<file path="config.mk">
export PLATFORM = sky130hd
export DESIGN_NAME = led_bank_arbiter
export DESIGN_NICKNAME = d
export VERILOG_FILES = /design/src/rtl/led_bank_arbiter.sv
export SDC_FILE = /design/constraint.sdc
export NUM_CORES = 1
export LEC_CHECK = 0
export BUFFER_PORTS_ARGS = -buffer_cell sky130_fd_sc_hd__buf_2
export CORE_MARGIN = 5
export CORE_UTILIZATION = 45
export DETAILED_ROUTE_END_ITERATION = 12
export GPL_TIMING_DRIVEN = 0
export PLACE_DENSITY = 0.69
export RECOVER_POWER = 25
export SYNTH_ARGS = -nofsm -noshare
export SYNTH_HDL_FRONTEND = slang
export SYNTH_SLANG_ARGS = --single-unit
</file>
<file path="constraint.sdc">
create_clock -name clk -period 2.42 [get_ports clk]
set_input_delay 0.242 -clock clk [delete_from_list [all_inputs] [get_ports clk]]
set_output_delay 0.242 -clock clk [all_outputs]
set_load 0.1 [all_outputs]
</file>
<file path="src/rtl/led_bank_arbiter.sv">
`timescale 1ns/1ps
`default_nettype none
// ============================================================================
// Module   : led_bank_arbiter
// Purpose  : Shares the 8-LED bank (D2..D9) between two requesters. Each
//            requester hands over an 8-bit pattern and a hold time through a
//            valid/ready handshake. The granted pattern is displayed for the
//            hold time, and then the arbiter re-arbitrates. With no request
//            pending, a rotating single-LED idle pattern is displayed.
// Ports    : clk            system clock
//            rstn           asynchronous reset, active low
//            reqN_valid     requester N has a pattern to show
//            reqN_ready     requester N transfer accepted this cycle
//            reqN_pattern   pattern, bit0 -> D2 ... bit7 -> D9
//            reqN_ticks     hold time in ticks (0 is treated as 1)
//            leds           registered LED drive, 1 = on
//            busy           a requester pattern is being displayed
//            owner          requester being displayed (meaningful when busy)
// Config   : LED_ARB_PRIO_EN  fixed priority for req0, which may also preempt
//                             a display owned by req1
// Revision : 1.0  initial release
// ============================================================================
module led_bank_arbiter #(
  parameter int TICK_DIV   = 12000,  // clk cycles per tick, 2..2^24
  parameter int IDLE_TICKS = 100     // ticks per idle rotation step, 1..2^16
) (
  input  logic       clk,
  input  logic       rstn,
  input  logic       req0_valid,
  output logic       req0_ready,
  input  logic [7:0] req0_pattern,
  input  logic [7:0] req0_ticks,
  input  logic       req1_valid,
  output logic       req1_ready,
  input  logic [7:0] req1_pattern,
  input  logic [7:0] req1_ticks,
  output logic [7:0] leds,
  output logic       busy,
  output logic       owner
);

  localparam logic [23:0] C_TICK_LAST = 24'(TICK_DIV - 1);
  localparam logic [15:0] C_IDLE_LAST = 16'(IDLE_TICKS - 1);

  typedef enum logic [0:0] {
    ST_IDLE = 1'b0,
    ST_SHOW = 1'b1
  } state_t;

  state_t      state_q,      state_d;
  logic [23:0] presc_q,      presc_d;
  logic [15:0] idle_cnt_q,   idle_cnt_d;
  logic [7:0]  idle_pat_q,   idle_pat_d;
  logic [7:0]  hold_q,       hold_d;
  logic [7:0]  pattern_q,    pattern_d;
  logic [7:0]  leds_q,       leds_d;
  logic        owner_q,      owner_d;
  logic        last_grant_q, last_grant_d;

  logic       tick;
  logic       grant0;
  logic       grant1;
  logic       accept;
  logic [7:0] acc_pattern;
  logic [7:0] acc_ticks;

  // Free-running tick prescaler; accepts never restart it, which is why the
  // display time of a request has one tick period of uncertainty.
  always_comb begin
    tick    = (presc_q == C_TICK_LAST);
    presc_d = tick ? 24'd0 : presc_q + 24'd1;
  end

  // Arbitration. Grants are combinational so that ready goes high in the
  // same cycle as the winning valid.
  always_comb begin
    grant0 = 1'b0;
    grant1 = 1'b0;
`ifdef LED_ARB_PRIO_EN
    if (state_q == ST_IDLE) begin
      grant0 = req0_valid;
      grant1 = req1_valid & ~req0_valid;
    end else begin
      // req0 may take over a display owned by req1, never its own
      grant0 = req0_valid & owner_q;
    end
`else
    if (state_q == ST_IDLE) begin
      if (req0_valid && req1_valid) begin
        // tie goes to the requester that was not granted last
        grant0 = last_grant_q;
        grant1 = ~last_grant_q;
      end else begin
        grant0 = req0_valid;
        grant1 = req1_valid;
      end
    end
`endif
    accept      = grant0 | grant1;
    acc_pattern = grant1 ? req1_pattern : req0_pattern;
    acc_ticks   = grant1 ? req1_ticks   : req0_ticks;
  end

  // Next-state logic.
  always_comb begin
    state_d      = state_q;
    idle_cnt_d   = idle_cnt_q;
    idle_pat_d   = idle_pat_q;
    hold_d       = hold_q;
    pattern_d    = pattern_q;
    owner_d      = owner_q;
    last_grant_d = last_grant_q;

    // The idle pattern only advances while it is actually being shown.
    if (state_q == ST_IDLE && !accept && tick) begin
      if (idle_cnt_q == C_IDLE_LAST) begin
        idle_cnt_d = 16'd0;
        idle_pat_d = {idle_pat_q[6:0], idle_pat_q[7]};
      end else begin
        idle_cnt_d = idle_cnt_q + 16'd1;
      end
    end

    if (accept) begin
      state_d      = ST_SHOW;
      pattern_d    = acc_pattern;
      hold_d       = (acc_ticks == 8'd0) ? 8'd1 : acc_ticks;
      owner_d      = grant1;
      last_grant_d = grant1;
    end else if (state_q == ST_SHOW && tick) begin
      if (hold_q <= 8'd1) begin
        state_d = ST_IDLE;
      end else begin
        hold_d = hold_q - 8'd1;
      end
    end

    leds_d = (state_d == ST_SHOW) ? pattern_d : idle_pat_q;
  end

  always_ff @(posedge clk or negedge rstn) begin
    if (!rstn) begin
      state_q      <= ST_IDLE;
      presc_q      <= 24'd0;
      idle_cnt_q   <= 16'd0;
      idle_pat_q   <= 8'h01;
      hold_q       <= 8'd0;
      pattern_q    <= 8'h00;
      leds_q       <= 8'h00;
      owner_q      <= 1'b0;
      last_grant_q <= 1'b1;  // makes req0 win the first tie
    end else begin
      state_q      <= state_d;
      presc_q      <= presc_d;
      idle_cnt_q   <= idle_cnt_d;
      idle_pat_q   <= idle_pat_d;
      hold_q       <= hold_d;
      pattern_q    <= pattern_d;
      leds_q       <= leds_d;
      owner_q      <= owner_d;
      last_grant_q <= last_grant_d;
    end
  end

  assign req0_ready = grant0;
  assign req1_ready = grant1;
  assign leds       = leds_q;
  assign busy       = (state_q == ST_SHOW);
  assign owner      = owner_q;

endmodule
`default_nettype wire

</file>
==> impl_results.md, run 1 <==
- Syn Nets: 386
- Clock buffer depth: 2
- Area of the multi-input gates: between 1500 and 2000 um2
- Buf/Inv on CP: 4
- Worst-margin pin slew: 1.10 ns
- Critical path's slowest cell: dfrtp_2
- Power Total: 2230 uW
- CP peak stage delay: between 0.4 and 0.5 ns
- Setup crit start kind: flop
- Final period utilization: ~93%
- Crit path cell chain: inv_1 > and3_2 > buf_4 > buf_4 > buf_6
- Max_slew headroom: 26.7%
- Final-report setup violation count: 0
- Dpl ws: -0.350 ns
- Delay-heaviest family, CP: buffers and inverters
- CP required: 2.18 ns
- Via count: 2786
- Starting Density: 45.6%
- Fmax: around 440 MHz
- Ys async rst share: 100%
- Share of the synthesized area in the top cell type: between 40% and 50%
- Mean post-synth cell area: 10.7 um2
- Largest cells by area after synthesis: dfrtp_1, xnor2_1, mux2_2, mux2i_1, nor2_1
- Top FF cell, synth: dfrtp_1
- I/O pin count: 48
- RSZ-0062 raised after global routing: false
- Die area: just over 10000 um2
- Vias/cell: 5.38
- Seq/Total Area, Yosys: 50.9%
- Post-synth EDFFs: 0
- Synth cell types: between 40 and 50
- Initial antenna violation count: 0
- # DRC: 0
- CP arrival: 2.02 ns
- Die W: 101 um
- Crit path time final: 2.26 ns
- Cell mode on critical path: buf_4
- Final Util: between 50 and 60%
- Max_cap viols: 0
- Largest net degree at the start of global routing: 47
- Crit-path max FO: 10
- Setup tns final: 0 ns
- Slew Limit Fails: 0
- Clock transition at the registers of the reported paths: 0.09 ns
- Worst vdd ir: 0.427 mV
- Die Y-Extent: ~100 um
- CTS tree: done
- CP endpoint kind: output port
- # fillers: 755
- Wirelength, routed: 7.88 mm
- First-pass GRT wire length: around 13 mm
- PortBufs: 47
- Nets: approximately 450
- Num CTS Buffers: 9
- Status: completed
- Antenna Nets Post-Route: 0
- Most frequent cells in the layout: dfrtp_1, buf_2, xnor2_1, nor2_1, nand2_1
- Final hold vios: 0
- Post-synthesis cell area: 3690 um2
- Num rows: 33
- Leakage: 0.00192 uW
- Drt initial violations: 111
- Vias in the first global route: between 2000 and 3000
- RD Place Congestion: just over 0.8
- GRT overflow: 0
- Clock latency on the worst-skew pair: 0.35 ns
- Register area: 1880 um2
- Setup ws final: 0.158 ns
- Root Driver: clkbuf_8
- Hold slack: 0.178 ns
- Pre-Repair DR Iteration Count: 4
- Largest area contributor in the netlist: dfrtp_1
- Critical path type: reg2out
- ANT cells: 0
- Hpwl dp: 5.69 mm
- Setup Skew: 0.0149 ns
- Core area: between 8000 and 9000 um2
- Sink Count: 75
- #FFs+latches synth: 75
- WL/cell: around 15 um
- GRT Total Usage: between 15 and 20%
- Most common cell after layout, fill and taps aside: dfrtp_1
- Power Dens Cells: 513 nW/um2
- Ratio of cells with drive above 1 in the final layout: 25.9%
- Path type of the worst min-delay path: in2reg
- Area Growth Syn to Fin: 17.9%
- H-tree depth: 3
- Cells after synthesis: 346
- Synth warn: 0
==> power breakdown <==
| group | switching, uW | internal, uW | total [uW] |
|---|---|---|---|
| sequential | 3.38 | 1260 | 1260 |
| clock | 509 | 386 | 895 |
| combinational | 45.9 | 34.4 | 80.3 |
| total | 559 | 1680 | 2230 |
==> final cells by class <==
| type | count | area share (%) |
|---|---|---|
| clock inverters | 7 | 1.35 |
| repair buffers | 53 | 6.93 |
| multi-input cells | 253 | 41.0 |
| plain buffers | 8 | 0.949 |
| well taps | 105 | 3.02 |
| flip-flops and latches | 75 | 43.2 |
| clock buffers | 9 | 2.85 |
| inverters | 8 | 0.690 |
==> stage by stage <==
stage	cell area, um2	cells
finish	4350	518
global placement	4060	498
floorplan	3700	346
CTS	4340	519
global route	4350	518
detailed placement	4090	499
==> worst reg2reg max path: cells and delay by family (launching register included) <==
family                     cells  cell delay [ns]
adders and majority gates      1             0.26
buffers and inverters          2             0.47
xor gates and xnor gates       1             0.15
and+or+nand+nor                4             0.79
DFF                            1             0.42
==> layer usage <==
metal  up-vias  part of all wire [%]  global-route usage, %
met5         -                     0                      0
met1      1361                    45                   22.1
met2        46                    50                   27.5
met3         9                   4.1                   3.32
met4         0                   1.1                   6.22
li1       1370                     -                      -
==> cell usage after synthesis, drive strengths merged (8+ instances only) <==
| library cell | number |
|---|---|
| mux2i | 12 |
| nor4 | 19 |
| nand4 | 16 |
| nand2 | 24 |
| dfrtp | 73 |
| o21ai | 11 |
| nor2 | 28 |
| nand3 | 20 |
| inv | 8 |
| nor3 | 8 |
| mux2 | 17 |
| xnor2 | 32 |
==> flip-flops by register name, indices dropped and copies added (netlist names) <==
register,count
idle_cnt_q,16
hold_q,8
last_grant_q,1
presc_q,24
owner,1
busy,1
leds,8
pattern_q,8
idle_pat_q,8
==> worst paths after layout <==
path	from	endpoint	slack [ns]	depth (start not counted)
setup / recovery	busy$_DFF_PN0_	req1_ready	0.16	5
hold / removal	req1_ticks[3]	hold_q[3]$_DFFE_PN0P_	0.18	3
setup reg to reg	presc_q[0]$_DFF_PN0_	idle_cnt_q[12]$_DFFE_PN0P_	0.22	8
hold reg to reg	owner$_DFFE_PN0N_	owner$_DFFE_PN0N_	0.48	1
max in group asynchronous	rstn	idle_pat_q[1]$_DFFE_PN0P_	0.69	3
min in group asynchronous	rstn	idle_cnt_q[2]$_DFFE_PN0P_	0.35	2
==> what timing repair did <==
item	4_1_cts	5_1_grt
setup endpoints to repair	49	25
hold buffers	1	0
hold endpoints to repair	29	0
buffers inserted	4	0
gates resized for setup	5	7
pin swaps	2	0
==> kinds of logic after synthesis <==
| kind of cell | after synthesis | share of synthesized area, % |
|---|---|---|
| AO/OA/AOI/OAI | 33 | 5.63 |
| XOR/XNOR | 39 | 9.25 |
| adder cells (fa/ha/maj) | 4 | 1.36 |
| buffers and inverters | 18 | 1.93 |
| flip-flops | 75 | 50.9 |
| multiplexers | 29 | 8.44 |
| AND/OR/NAND/NOR | 148 | 22.5 |
Power figures use the tool's default switching activity.
==> run 2, diff against run 1 <==
Settings changed: CORE_UTILIZATION 45 to 35, PLACE_DENSITY 0.69 to 0.57.
==> run 2 against run 1 <==
  * Critical path depth rose by 1
  * Sequential cell count did not move
  * Utilization is 11 points lower
  * Register-to-register slack got worse by 0.05 ns
  * Highest routed layer unchanged
  * Power grew 0.32%
  * Non-clock buffer count grew 1
  * Sequential share of layout area decreased by 0.56 points
  * First-iteration DRC count fell by 17%
  * Combinational power grew 6.7%
  * Hold slack better by 0.010 ns
  * Worst setup slack got worse by 0.028 ns
==> impl_results.md, run 2 (synthesized netlist as in run 1, its figures left out) <==
- Status: completed
- Area Growth Syn to Fin: 19.4%
- Pre-Repair DR Iteration Count: 4 (unchanged)
- Die area: 12700 um2 (+26%)
- Leakage: 0.00194 uW (+0.95%)
- Buf/Inv on CP: 5 (+1)
- Core area: 10300 um2 (+28%)
- Final period utilization: 94.6% (+1.1 points)
- Power Dens Cells: 508 nW/um2 (-0.99%)
- RSZ-0062 raised after global routing: false
- Antenna Nets Post-Route: 0 (unchanged)
- CP arrival: 2.05 ns (+0.03 ns)
- Die Y-Extent: 113 um (+12%)
- Via count: 2815 (+1.0%)
- I/O pin count: 48 (unchanged)
- Combinational Power Share: 3.8% (+0.2 points)
- Most frequent cells in the layout: dfrtp_1, buf_2, xnor2_1, nor2_1, nand2_1
- Delay-heaviest family, CP: buffers and inverters
- Final-report setup violation count: 0 (unchanged)
- Dpl ws: -0.361 ns (-0.0113 ns)
- Nets: 449 (+0.22%)
- PortBufs: 47 (unchanged)
- Net Sw Frac: 24.1% (-0.94 points)
- Seq pwr share: 56.1% (-0.2 points)
- Critical path type: reg2out
- GRT Total Usage: 13.5% (-3.3 points)
- Clock buffer depth: 2 (unchanged)
- First-pass GRT wire length: 13.9 mm (+3.7%)
- Setup ws final: 0.130 ns (-0.0278 ns)
- # fillers: 1002 (+33%)
- Clk pwr share: 40.0% (about the same)
- Slew Limit Fails: 0 (unchanged)
- Most common cell after layout, fill and taps aside: dfrtp_1
- WL/cell: 14.8 um (-2.9%)
- CP endpoint kind: output port
- Num CTS Buffers: 9 (unchanged)
- Hpwl dp: 5.89 mm (+3.7%)
- Crit path cell chain: inv_2 > and3_1 > clkbuf_2 > buf_6 > buf_4 > buf_6
- Max FFs per register: 24 (unchanged)
- Drt initial violations: 92 (-17%)
- Max_slew headroom: 38.2% (+12 points)
- Worst-margin pin slew: 0.918 ns (-0.182 ns)
- Final hold vios: 0 (unchanged)
- H-tree depth: 3 (unchanged)
- Critical path's slowest cell: dfrtp_2
- Root Driver: clkbuf_8
- Crit-path max FO: 10 (unchanged)
- Sw Pwr: 539 uW (-3.5%)
- Setup crit start kind: flop
- Fmax: 437 MHz (-1.2%)
- Clock latency on the worst-skew pair: 0.35 ns (about the same)
- Worst vdd ir: 0.218 mV (-49%)
- Crit path time final: 2.29 ns (+0.0278 ns)
- Vias in the first global route: 2875 (+2.8%)
- Largest net degree at the start of global routing: 45 (-4.3%)
- CP peak stage delay: 0.44 ns (about the same)
- Starting Density: 35.8% (-9.9 points)
- Path type of the worst min-delay path: in2reg
- Internal: 1700 uW (+1.6%)
- Ratio of cells with drive above 1 in the final layout: 25.6% (-0.30 points)
- Vias/cell: 5.12 (-4.8%)
- Fin area: 4410 um2 (+1.3%)
- Max_cap viols: 0 (unchanged)
- CTS tree: done
- Post-DP Area: 4130 um2 (+0.95%)
- Final Util: 42.7% (-11 points)
- Flop2flop setup slack: 0.17 ns (-0.05 ns)
- Sink Count: 75 (unchanged)
- Largest register by flop count: presc_q
- Largest registers: presc_q (24), idle_cnt_q (16)
- Initial antenna violation count: 0 (unchanged)
- Cell mode on critical path: buf_6
- Setup Skew: 0.0124 ns (-0.00253 ns)
- Clock transition at the registers of the reported paths: 0.08 ns (about the same)
- Wirelength, routed: 8.13 mm (+3.1%)
- # DRC: 0 (unchanged)
- CP required: 2.18 ns (about the same)
- Power Total: 2240 uW (+0.32%)
- Setup tns final: 0 ns (unchanged)
- Num rows: 37 (+12%)
- Die W: 113 um (+12%)
- GRT overflow: 0 (unchanged)
- RD Place Congestion: 0.809 (-0.21%)
- ANT cells: 0 (unchanged)
[run 2: area by class of cell]
class                   count  area (um2)  area share (%)
clock buffers              10         138            3.12
well taps                 136         170            3.86
plain buffers               9        50.0            1.14
inverters                   8        30.0           0.681
flip-flops and latches     75        1880            42.7
repair buffers             53         322            7.29
clock inverters             6        47.5            1.08
multi-input cells         253        1770            40.2
[run 2: worst paths after layout]
check                                       start                        to  cells past startpoint
max                                busy$_DFF_PN0_                req1_ready                      6
min                                 req1_ticks[6]     hold_q[6]$_DFFE_PN0P_                      3
max reg2reg                  presc_q[0]$_DFF_PN0_     hold_q[5]$_DFFE_PN0P_                      7
min reg2reg                pattern_q[5]$_DFF_PN0_    pattern_q[5]$_DFF_PN0_                      2
max in group asynchronous                    rstn  last_grant_q$_DFFE_PN1N_                      3
min in group asynchronous                    rstn     hold_q[0]$_DFFE_PN0P_                      2
[run 2: per-stage QoR]
step / std cells / hold WS [ns]
after global placement: 529 / 0.457
after floorplan: 346 / -0.0536
after detailed placement: 530 / 0.219
after global routing: 550 / 0.193
after CTS: 551 / 0.171
final: 550 / 0.188
[run 2: timing repair]
| action | 4_1_cts | 5_1_grt |
|---|---|---|
| setup endpoints to repair | 46 | 21 |
| setup buffers | 4 | 0 |
| gates resized for setup | 4 | 9 |
| hold buffers | 1 | 0 |
| endpoints found under the hold margin | 31 | 0 |
| pin swaps | 2 | 0 |
[run 2: power groups by stage]
stage                     Clock (uW)  Sequential, uW  Combinational (uW)
after floorplan                    0            1280                19.8
after global placement             0            1280                80.3
after detailed placement           0            1280                87.6
after CTS                        930            1260                89.5
after global routing             987            1260                 100
final                            897            1260                85.7
[run 2: worst min-delay path: stages]
cell and delay (ns):
buf_2 0.09, a211oi_1 0.06, a21oi_1 0.10
[run 2: metal layers]
metal,routed length (um),global-route usage [%],vias to the layer above,part of all wire [%]
li1,-,-,1368,-
met1,3740,17.6,1388,46
met2,3940,21.8,48,48
met3,279,2.35,11,3.4
met4,165,6.57,0,2.0
met5,0,0,-,0
